$ cat src/rtl/router_1xn_sync.sv
// Single-clock 1xN packet router: parses header/payload/parity packets from one
// source and steers each whole packet into one of NUM_PORTS output FIFOs.
module router_1xn_sync #(
    parameter int NUM_PORTS  = 3,
    parameter int DATA_WIDTH = 8,
    parameter int FIFO_DEPTH = 16
) (
    input  logic                            clk1,
    input  logic                            reset,
    input  logic                            packet_valid_i,
    input  logic [DATA_WIDTH-1:0]           packet_in,
    input  logic [NUM_PORTS-1:0]            read_enable,
    output logic [NUM_PORTS-1:0]            packet_valid_o,
    output logic [NUM_PORTS*DATA_WIDTH-1:0] packet_out,
    output logic                            stop_packet_send,
    output logic                            err,
    output logic                            drop
);

    localparam int DEST_W = $clog2(NUM_PORTS);
    localparam int LEN_W  = DATA_WIDTH - DEST_W;
    localparam int CNT_W  = LEN_W + 1;
    localparam int AW     = $clog2(FIFO_DEPTH);
    localparam int PTR_W  = AW + 1;

    typedef enum logic [2:0] {
        IDLE,
        HOLD_HDR,
        PAYLOAD,
        PARITY,
        DROP
    } state_t;

    state_t                state_q, state_d;
    logic [DEST_W-1:0]     dest_q, dest_d;
    logic [CNT_W-1:0]      cnt_q, cnt_d;
    logic [DATA_WIDTH-1:0] par_q, par_d;
    logic [DATA_WIDTH-1:0] hdr_q, hdr_d;
    logic                  err_q, err_d;
    logic                  drop_q, drop_d;

    logic [NUM_PORTS-1:0]  full;
    logic [NUM_PORTS-1:0]  empty;
    logic [NUM_PORTS-1:0]  push_sel;
    logic                  push_en;
    logic [DATA_WIDTH-1:0] push_word;
    logic                  stop;
    logic [DEST_W-1:0]     hdr_dest;
    logic [LEN_W-1:0]      hdr_len;
    logic                  hdr_ok;
    logic                  hdr_full;
    logic                  cur_full;

    always_ff @(posedge clk1 or negedge reset) begin
        if (!reset) begin
            state_q <= IDLE;
            dest_q  <= '0;
            cnt_q   <= '0;
            par_q   <= '0;
            hdr_q   <= '0;
            err_q   <= 1'b0;
            drop_q  <= 1'b0;
        end else begin
            state_q <= state_d;
            dest_q  <= dest_d;
            cnt_q   <= cnt_d;
            par_q   <= par_d;
            hdr_q   <= hdr_d;
            err_q   <= err_d;
            drop_q  <= drop_d;
        end
    end

    always_comb begin
        state_d   = state_q;
        dest_d    = dest_q;
        cnt_d     = cnt_q;
        par_d     = par_q;
        hdr_d     = hdr_q;
        err_d     = 1'b0;
        drop_d    = 1'b0;
        push_en   = 1'b0;
        push_word = packet_in;
        stop      = 1'b0;
        push_sel  = '0;
        hdr_dest  = packet_in[DEST_W-1:0];
        hdr_len   = packet_in[DATA_WIDTH-1:DEST_W];
        hdr_ok    = 1'b0;
        hdr_full  = 1'b0;
        cur_full  = 1'b0;

        // Run-time decode: a destination not matching any port is illegal.
        for (int unsigned p = 0; p < NUM_PORTS; p++) begin
            if (hdr_dest == DEST_W'(p)) begin
                hdr_ok   = 1'b1;
                hdr_full = full[p];
            end
            if (dest_q == DEST_W'(p)) begin
                cur_full = full[p];
            end
        end

        case (state_q)
            IDLE: begin
                if (packet_valid_i) begin
                    if (!hdr_ok) begin
                        cnt_d   = CNT_W'(hdr_len) + CNT_W'(1);
                        state_d = DROP;
                    end else begin
                        dest_d = hdr_dest;
                        cnt_d  = CNT_W'(hdr_len);
                        par_d  = packet_in;
                        if (hdr_full) begin
                            hdr_d   = packet_in;
                            state_d = HOLD_HDR;
                        end else begin
                            push_en = 1'b1;
                            state_d = (hdr_len == '0) ? PARITY : PAYLOAD;
                        end
                    end
                end
            end
            HOLD_HDR: begin
                stop = 1'b1;
                if (!cur_full) begin
                    push_en   = 1'b1;
                    push_word = hdr_q;
                    state_d   = (cnt_q == '0) ? PARITY : PAYLOAD;
                end
            end
            PAYLOAD: begin
                stop = cur_full;
                if (packet_valid_i && !cur_full) begin
                    push_en = 1'b1;
                    par_d   = par_q ^ packet_in;
                    cnt_d   = cnt_q - CNT_W'(1);
                    if (cnt_q == CNT_W'(1)) begin
                        state_d = PARITY;
                    end
                end
            end
            PARITY: begin
                stop = cur_full;
                if (packet_valid_i && !cur_full) begin
                    push_en = 1'b1;
                    err_d   = (par_q != packet_in);
                    par_d   = '0;
                    state_d = IDLE;
                end
            end
            DROP: begin
                if (packet_valid_i) begin
                    cnt_d = cnt_q - CNT_W'(1);
                    if (cnt_q == CNT_W'(1)) begin
                        drop_d  = 1'b1;
                        state_d = IDLE;
                    end
                end
            end
            default: state_d = IDLE;
        endcase

        for (int unsigned p = 0; p < NUM_PORTS; p++) begin
            if (push_en && (dest_d == DEST_W'(p))) begin
                push_sel[p] = 1'b1;
            end
        end
    end

    assign stop_packet_send = stop;
    assign err              = err_q;
    assign drop             = drop_q;

    for (genvar g = 0; g < NUM_PORTS; g++) begin : g_fifo
        logic [PTR_W-1:0]      wr_q;
        logic [PTR_W-1:0]      rd_q;
        logic [DATA_WIDTH-1:0] rdata_q;
        logic [DATA_WIDTH-1:0] mem_q [FIFO_DEPTH];
        logic                  do_push;
        logic                  do_pop;

        // Extra pointer MSB separates full from empty once the write side wraps.
        assign full[g]  = (wr_q[AW] != rd_q[AW]) && (wr_q[AW-1:0] == rd_q[AW-1:0]);
        assign empty[g] = (wr_q == rd_q);
        assign do_push  = push_sel[g] && !full[g];
        assign do_pop   = read_enable[g] && !empty[g];

        always_ff @(posedge clk1 or negedge reset) begin
            if (!reset) begin
                wr_q    <= '0;
                rd_q    <= '0;
                rdata_q <= '0;
            end else begin
                if (do_push) begin
                    wr_q <= wr_q + PTR_W'(1);
                end
                if (do_pop) begin
                    rd_q    <= rd_q + PTR_W'(1);
                    rdata_q <= mem_q[rd_q[AW-1:0]];
                end
            end
        end

        always_ff @(posedge clk1) begin
            if (do_push) begin
                mem_q[wr_q[AW-1:0]] <= push_word;
            end
        end

        assign packet_out[g*DATA_WIDTH +: DATA_WIDTH] = rdata_q;
        assign packet_valid_o[g]                      = !empty[g];
    end

endmodule

$ cat config.mk
export PLATFORM = sky130hd
export DESIGN_NAME = router_1xn_sync
export DESIGN_NICKNAME = d
export VERILOG_FILES = /design/src/rtl/router_1xn_sync.sv
export SDC_FILE = /design/constraint.sdc
export NUM_CORES = 1
export LEC_CHECK = 0
export ABC_AREA = 1
export CAP_MARGIN = 10
export CORE_AREA = 2 2 202 204
export DETAILED_ROUTE_END_ITERATION = 10
export DIE_AREA = 0 0 204 206
export PLACE_DENSITY = 0.67
export SYNTH_ARGS = -nofsm -noshare
export SYNTH_HDL_FRONTEND = slang
export SYNTH_SLANG_ARGS = --single-unit
$ cat constraint.sdc
create_clock -name clk1 -period 4.4 [get_ports clk1]
set_clock_uncertainty 0.05 [all_clocks]
set_input_delay 0.88 -clock clk1 [delete_from_list [all_inputs] [get_ports clk1]]
set_output_delay 0.88 -clock clk1 [all_outputs]
set_load 0.01 [all_outputs]
Word level (Yosys, flattened, before mapping)

Memories as Yosys holds them, arrays and structs flattened. A register that Yosys moved wholly into a read port is not among the register bits.
Cells that the tools add are included.

Flip-flop bits (word level): 60
Bits in latches: 0
RAM bits: 384
ROM bits: 0
Input bits: 14
Output and inout port bits: 30
Word-level logic and storage cells: 147
Memories: 3

Add/subtract/negate cells: 8
Multipliers: 0
Div/mod/pow operators: 0
Magnitude comparators: 0
Eq/ne operators: 29
Shift operators: 0
Mux-type cells: 57
Bitwise logic cells: 1
Reductions and logical operators: 36

Memory list:

| name            | words | bits a word | rd ports | clocked after memory_dff | write ports | RTL line | text |
|---|---|---|---|---|---|---|---|
| g_fifo[0].mem_q | 16    | 8           | 1        | 1                        | 1           | 178      | `logic [DATA_WIDTH-1:0] mem_q [FIFO_DEPTH];` |
| g_fifo[1].mem_q | 16    | 8           | 1        | 1                        | 1           | 178      |  |
| g_fifo[2].mem_q | 16    | 8           | 1        | 1                        | 1           | 178      |  |

Operators by type and width:

| kind                | count |
|---|---|
| $mux 8              | 6 |
| $add 5x1->5 const B | 6 |
| $mux 1              | 30 |
| $mux 7              | 4 |
| $mux 3              | 8 |
| $pmux 8 s3          | 1 |
| $pmux 7 s3          | 1 |
| $ne 2x2->1 const B  | 8 |
| $eq 5x5->1          | 3 |
| $pmux 3 s5          | 1 |
| $logic_and 1x1->1   | 13 |
| $eq 4x4->1          | 3 |
| $logic_not 1->1     | 10 |
| $mux 2              | 4 |
| $ne 8x8->1          | 1 |
| $reduce_and 4->1    | 2 |
| $xor 8x8->8         | 1 |
| $add 6x1->7 const B | 1 |
| $eq 7x1->1 const B  | 1 |
| $logic_not 7->1     | 1 |
| $reduce_and 7->1    | 1 |
| $sub 7x1->7 const B | 1 |
| $eq 2x1->1 const B  | 3 |
| $eq 2x2->1 const B  | 3 |
| 12 further kinds    | 18 |

Longest topological paths before layout

Depth after elaboration: 14
Depth in mapped cells: 14
Gate-level depth less buffers: 12

Least setup slack after synthesis

OpenSTA, ideal clock, no wires.

Path type: register -> register
From: register g_fifo[0].rd_q[2]
To: memory g_fifo[0].mem_q[0][0] (data pin)
Setup time: 0.578 ns
Data arrival time: 3.236 ns
Data required time: 3.772 ns
Slack: 0.536 ns
Stages on the path, launching flop included: 12
Buffers on the path: 2
Path through: dfrtp_1 -> buf_2 -> inv_2 -> nand2_1 -> nand2_1 -> nor2_1 -> nand4_1 -> nand2_1 -> nor2_2 -> nand2_4 -> buf_2 -> o21ai_0

Longest elaborated chain between the ends: 7

Ends and longest elaborated chain:

| what                     | RTL line | text |
|---|---|---|
| start: declaration       | 176      | `logic [PTR_W-1:0] rd_q;` |
| start signal: assignment | 198      | `rd_q <= rd_q + PTR_W'(1);` |
| $eq 4x4->1               | 183      | `assign full[g] = (wr_q[AW] != rd_q[AW]) && (wr_q[AW-1:0] == rd_q[AW-1:0]);` |
| $logic_and 1x1->1        | 183      |  |
| $mux 1 (3 in a row)      | 98       | `if (dest_q == DEST_W'(p)) begin` |
| $mux 8                   | 125      | `if (!cur_full) begin` |
| $mux 8                   | 103      | `case (state_q)` |
| via push_word[0]         | 46       | `logic [DATA_WIDTH-1:0] push_word;` |
| end: declaration         | 178      |  |

The timed path passes the listed nets, and every way through them passes these cells.

Worst setup path after layout

From: register g_fifo[0].rd_q[2]
To: output port stop_packet_send

Longest elaborated chain between the ends: 6

Ends and longest elaborated chain:

| what                | RTL line | text |
|---|---|---|
| $eq 4x4->1          | 183      |  |
| $logic_and 1x1->1   | 183      |  |
| $mux 1 (3 in a row) | 98       |  |
| $pmux 1 s2          | 103      |  |
| end: declaration    | 15       | `output logic stop_packet_send,` |

No other way between the ends.

==> impl_metrics.py <==
metrics = {
    "timing": {
        "fin_tns_setup_ns": 0,
        "worst_slew_pin_slew_ns": 1.21,
        "slew_viol_final": 0,
        "rsz0062_at_grt": "false",
        "period_share_pct": 91.6,
        "finalSetupViolations": 0,
        "hold_ws_ns": 0.374,
        "hold_violations": 0,
        "max_freq_ghz": 0.248,
        "post-route-min-period_ns": 4.03,
        "relSlewSlack_pct": 18.7,
    },
    "clock_network": {
        "clkLatencyLatePin_ns": 0.57,
        "cts_tree": "built",
        "cts_setup_buffers": 0,
        "clockBufferDepth": 3,
        "clock-sinks": 468,
        "hold_buffers": 0,
        "cts.root.buffer_cell": "clkbuf_16",
        "clk_pin_slew_worst_paths_ns": 0.06,
        "htreeDepth": 2,
        "cts_resized": 0,
        "cts_buffers": 46,
    },
    "pwr": {
        "power_frac_comb_pct": 35.5,
        "power.total_mw": 15.4,
        "switching_power_mw": 5.86,
        "p_leak_nw": 7.70,
        "internal_power_mw": 9.51,
        "pwr-share-clk_pct": 24.2,
        "ir_drop_v": 0.000438,
        "powerDensity_mw_per_mm2": 696,
        "switching_share_pct": 38.1,
        "power.share.sequential_pct": 40.3,
    },
    "synthesis": {
        "synth_seq_cells": 468,
        "syn_area_per_cell_um2": 11.8,
        "syn-cell-area_mm2": 0.0196,
        "netlist_instances": 1662,
        "synth_fp_nets": 1695,
        "async_flop_share_pct": 17.9,
        "synthFlopType": "edfxtp_1",
        "yosys_warnings": 0,
        "synth_cell_types": 41,
        "ys_seq_area_share_pct": 69.5,
        "synth-edff-count": 384,
    },
    "die": {
        "start_util_pct": 48.8,
        "die_w_um": 204,
        "io_pins": 44,
        "die_h_um": 206,
        "core_area_mm2": 0.0402,
        "row_count": 74,
        "die_area_mm2": 0.0420,
    },
    "setup_path": {
        "crit_path_end_kind": "output port",
        "critPathKind": "reg2out",
        "crit_path_top_delay_cell": "dfrtp_1",
        "cpMostUsedCell": "nand2_1",
        "path_buf_inv": 2,
        "worst-path-max-fanout": 19,
        "critPathTopFamily": "simple AND/OR/NAND/NOR gates",
        "start_kind": "flip-flop",
        "path_cells": "inv_2 -> nand2_1 -> nand2_1 -> nor2_1 -> nand4_1 -> nand2_1 -> nor2_2 -> o21ai_0 -> clkdlybuf4s50_1",
        "critPathRequiredTime_ns": 3.47,
        "critPathMaxStageDelay_ns": 0.72,
        "arrival_ns": 3.10,
    },
    "status": {
        "outcome": "finished clean",
    },
    "grt": {
        "grt_pass1_vias": 12783,
        "grt_use_total_pct": 23.0,
        "grtUsageMet1_pct": 31.8,
        "overflow": 0,
        "grt_pass1_wl_um": 73600,
        "antenna_found_initial": 0,
        "grt_max_degree": 68,
        "grt_use_met2_pct": 38.3,
        "grt_busiest_layer": "met2",
        "grt_use_met3_pct": 2.92,
    },
    "place": {
        "io_buffers": 43,
        "gp_congestion": 0.888,
        "dp_hpwl_um": 29700,
    },
    "detailed_routing": {
        "drt_iter0_drc": 1318,
        "num_vias": 13055,
        "postRouteAntennaNets": 0,
        "drc": 0,
        "wire_per_inst_um": 20.9,
        "drt_wl_total_um": 47200,
        "dr.pass1.iters": 6,
        "post_drt_via_cell_ratio": 5.78,
    },
    "final_layout": {
        "fill_cells": 3331,
        "drive_gt1_share_pct": 6.67,
        "syn2layout_area_growth_pct": 12.6,
        "seq_area_mm2": 0.0136,
        "multiInputGateArea_mm2": 0.00540,
        "nNetsFinal": 1721,
        "antenna_cells": 0,
    },
    "worst_hold_path": {
        "min_path_type": "in2async",
    },
    "run": {
        "maxCapViolations": 0,
    },
}
[layout by cell type (no fill, tap or decap), types with 5 or more instances in the layout]
cell type        Yosys  routed
a21oi_1             21      15
a21oi_4              0       6
a221oi_1            10      10
a22oi_1              9       9
a31oi_1             10      10
a41oi_1              6       6
buf_12               0       5
buf_4                2      18
clkbuf_1            63      18
clkbuf_16            0      49
clkdlybuf4s50_1      0      42
clkinv_1             4      11
clkinv_2             0       6
dfrtp_1             84      81
edfxtp_1           384     384
ha_1                19      19
inv_1               65      65
inv_2                8       8
nand2_1            167     167
nand3_1             49      49
nand4_1             11      11
nor2_1             318     318
o211ai_1            23      23
o21ai_0            229     227
o221ai_1            41      41
o22ai_1             49      49
xnor2_1              5       5
xor2_1              37      37
[area by class of cell]
type	count	share of cell area [%]
inverter	77	1.31
timing repair buffer	65	2.97
sequential	468	61.8
clock inverter	16	0.465
tap	532	3.02
clock buffer	69	5.99
multi-input combinational	1030	24.5
[flip-flops by register name, summed over array words and instances, names as in the netlist]
register,flops
drop,1
cnt_q,7
state_q,3
par_q,8
err,1
g_fifo.wr_q,15
hdr_q,8
g_fifo.mem_q,384
dest_q,2
g_fifo.rdata_q,24
g_fifo.rd_q,15
[cell families after synthesis]
logic type               share of synthesized area (%)
AND/OR/NAND/NOR                                   11.7
multiplexers                                    0.0510
adder cells (fa/ha/maj)                           1.21
flip-flops                                        69.5
buffers and inverters                             3.39
AO/OA/AOI/OAI                                     12.3
XOR/XNOR                                          1.88
[path summary, 6_finish.rpt]
check | from | slack, ns | to | cells after the start
hold reg to reg | g_fifo[2].rd_q[4] | 0.44 | g_fifo[2].rd_q[4] | 1
setup / recovery | g_fifo[0].rd_q[2] | 0.37 | stop_packet_send | 9
max in group asynchronous | reset | 3.05 | g_fifo[1].rd_q[0] | 2
min in group clk1 | g_fifo[2].rd_q[4] | 0.44 | g_fifo[2].rd_q[4] | 1
setup reg to reg | g_fifo[0].rd_q[1] | 0.77 | g_fifo[1].mem_q[1][1] | 11
hold / removal | reset | 0.37 | hdr_q[4] | 1
[power by group through the flow]
stage / sequential [mW] / combinational [mW] / clock, mW
after floorplan: 6.18 / 3.49 / 0
after global placement: 6.25 / 5.39 / 0
after detailed placement: 6.26 / 5.41 / 0
after CTS: 6.18 / 5.44 / 3.79
after global routing: 6.25 / 6.04 / 3.96
final: 6.19 / 5.46 / 3.73
[stage by stage]
step	instance area, um^2	setup WS (ns)	cells	utilization, %
after floorplan	19600	0.536	1662	-
after global placement	20600	0.550	2172	51.4
after detailed placement	20600	0.499	2172	51.4
after CTS	22100	0.388	2257	54.9
after global routing	22100	0.152	2257	54.9
final	22100	0.372	2257	54.9
[Yosys cell counts (16+ instances only)]
cell type | number | area share (%)
o21ai_0 | 229 | 5.8
xor2_1 | 37 | 1.7
o211ai_1 | 23 | 0.88
nand3_1 | 49 | 1.3
buf_2 | 16 | 0.41
inv_1 | 65 | 1.2
clkbuf_1 | 63 | 1.2
edfxtp_1 | 384 | 59
ha_1 | 19 | 1.2
a21oi_1 | 21 | 0.54
nand2_1 | 167 | 3.2
o221ai_1 | 41 | 1.8
o22ai_1 | 49 | 1.6
nor2_1 | 318 | 6.1
dfrtp_1 | 84 | 11
[routing by layer]
metal | vias up | share of wire [%]
met4 | 0 | 2.5
met3 | 88 | 6.8
li1 | 6045 | -
met1 | 6402 | 42
met5 | - | 0
met2 | 520 | 48
[worst register-to-register path, stage by stage (launching register included)]
cell	delay [ns]
dfrtp_1	0.38
inv_2	0.35
nand2_1	0.09
nand2_1	0.08
nor2_1	0.07
nand4_1	0.19
nand2_1	0.11
nor2_2	0.23
nand2_4	0.26
nand3_4	0.33
nand2_1	0.43
nor2_1	0.69
No activity file was read; power rests on OpenSTA's default activity.
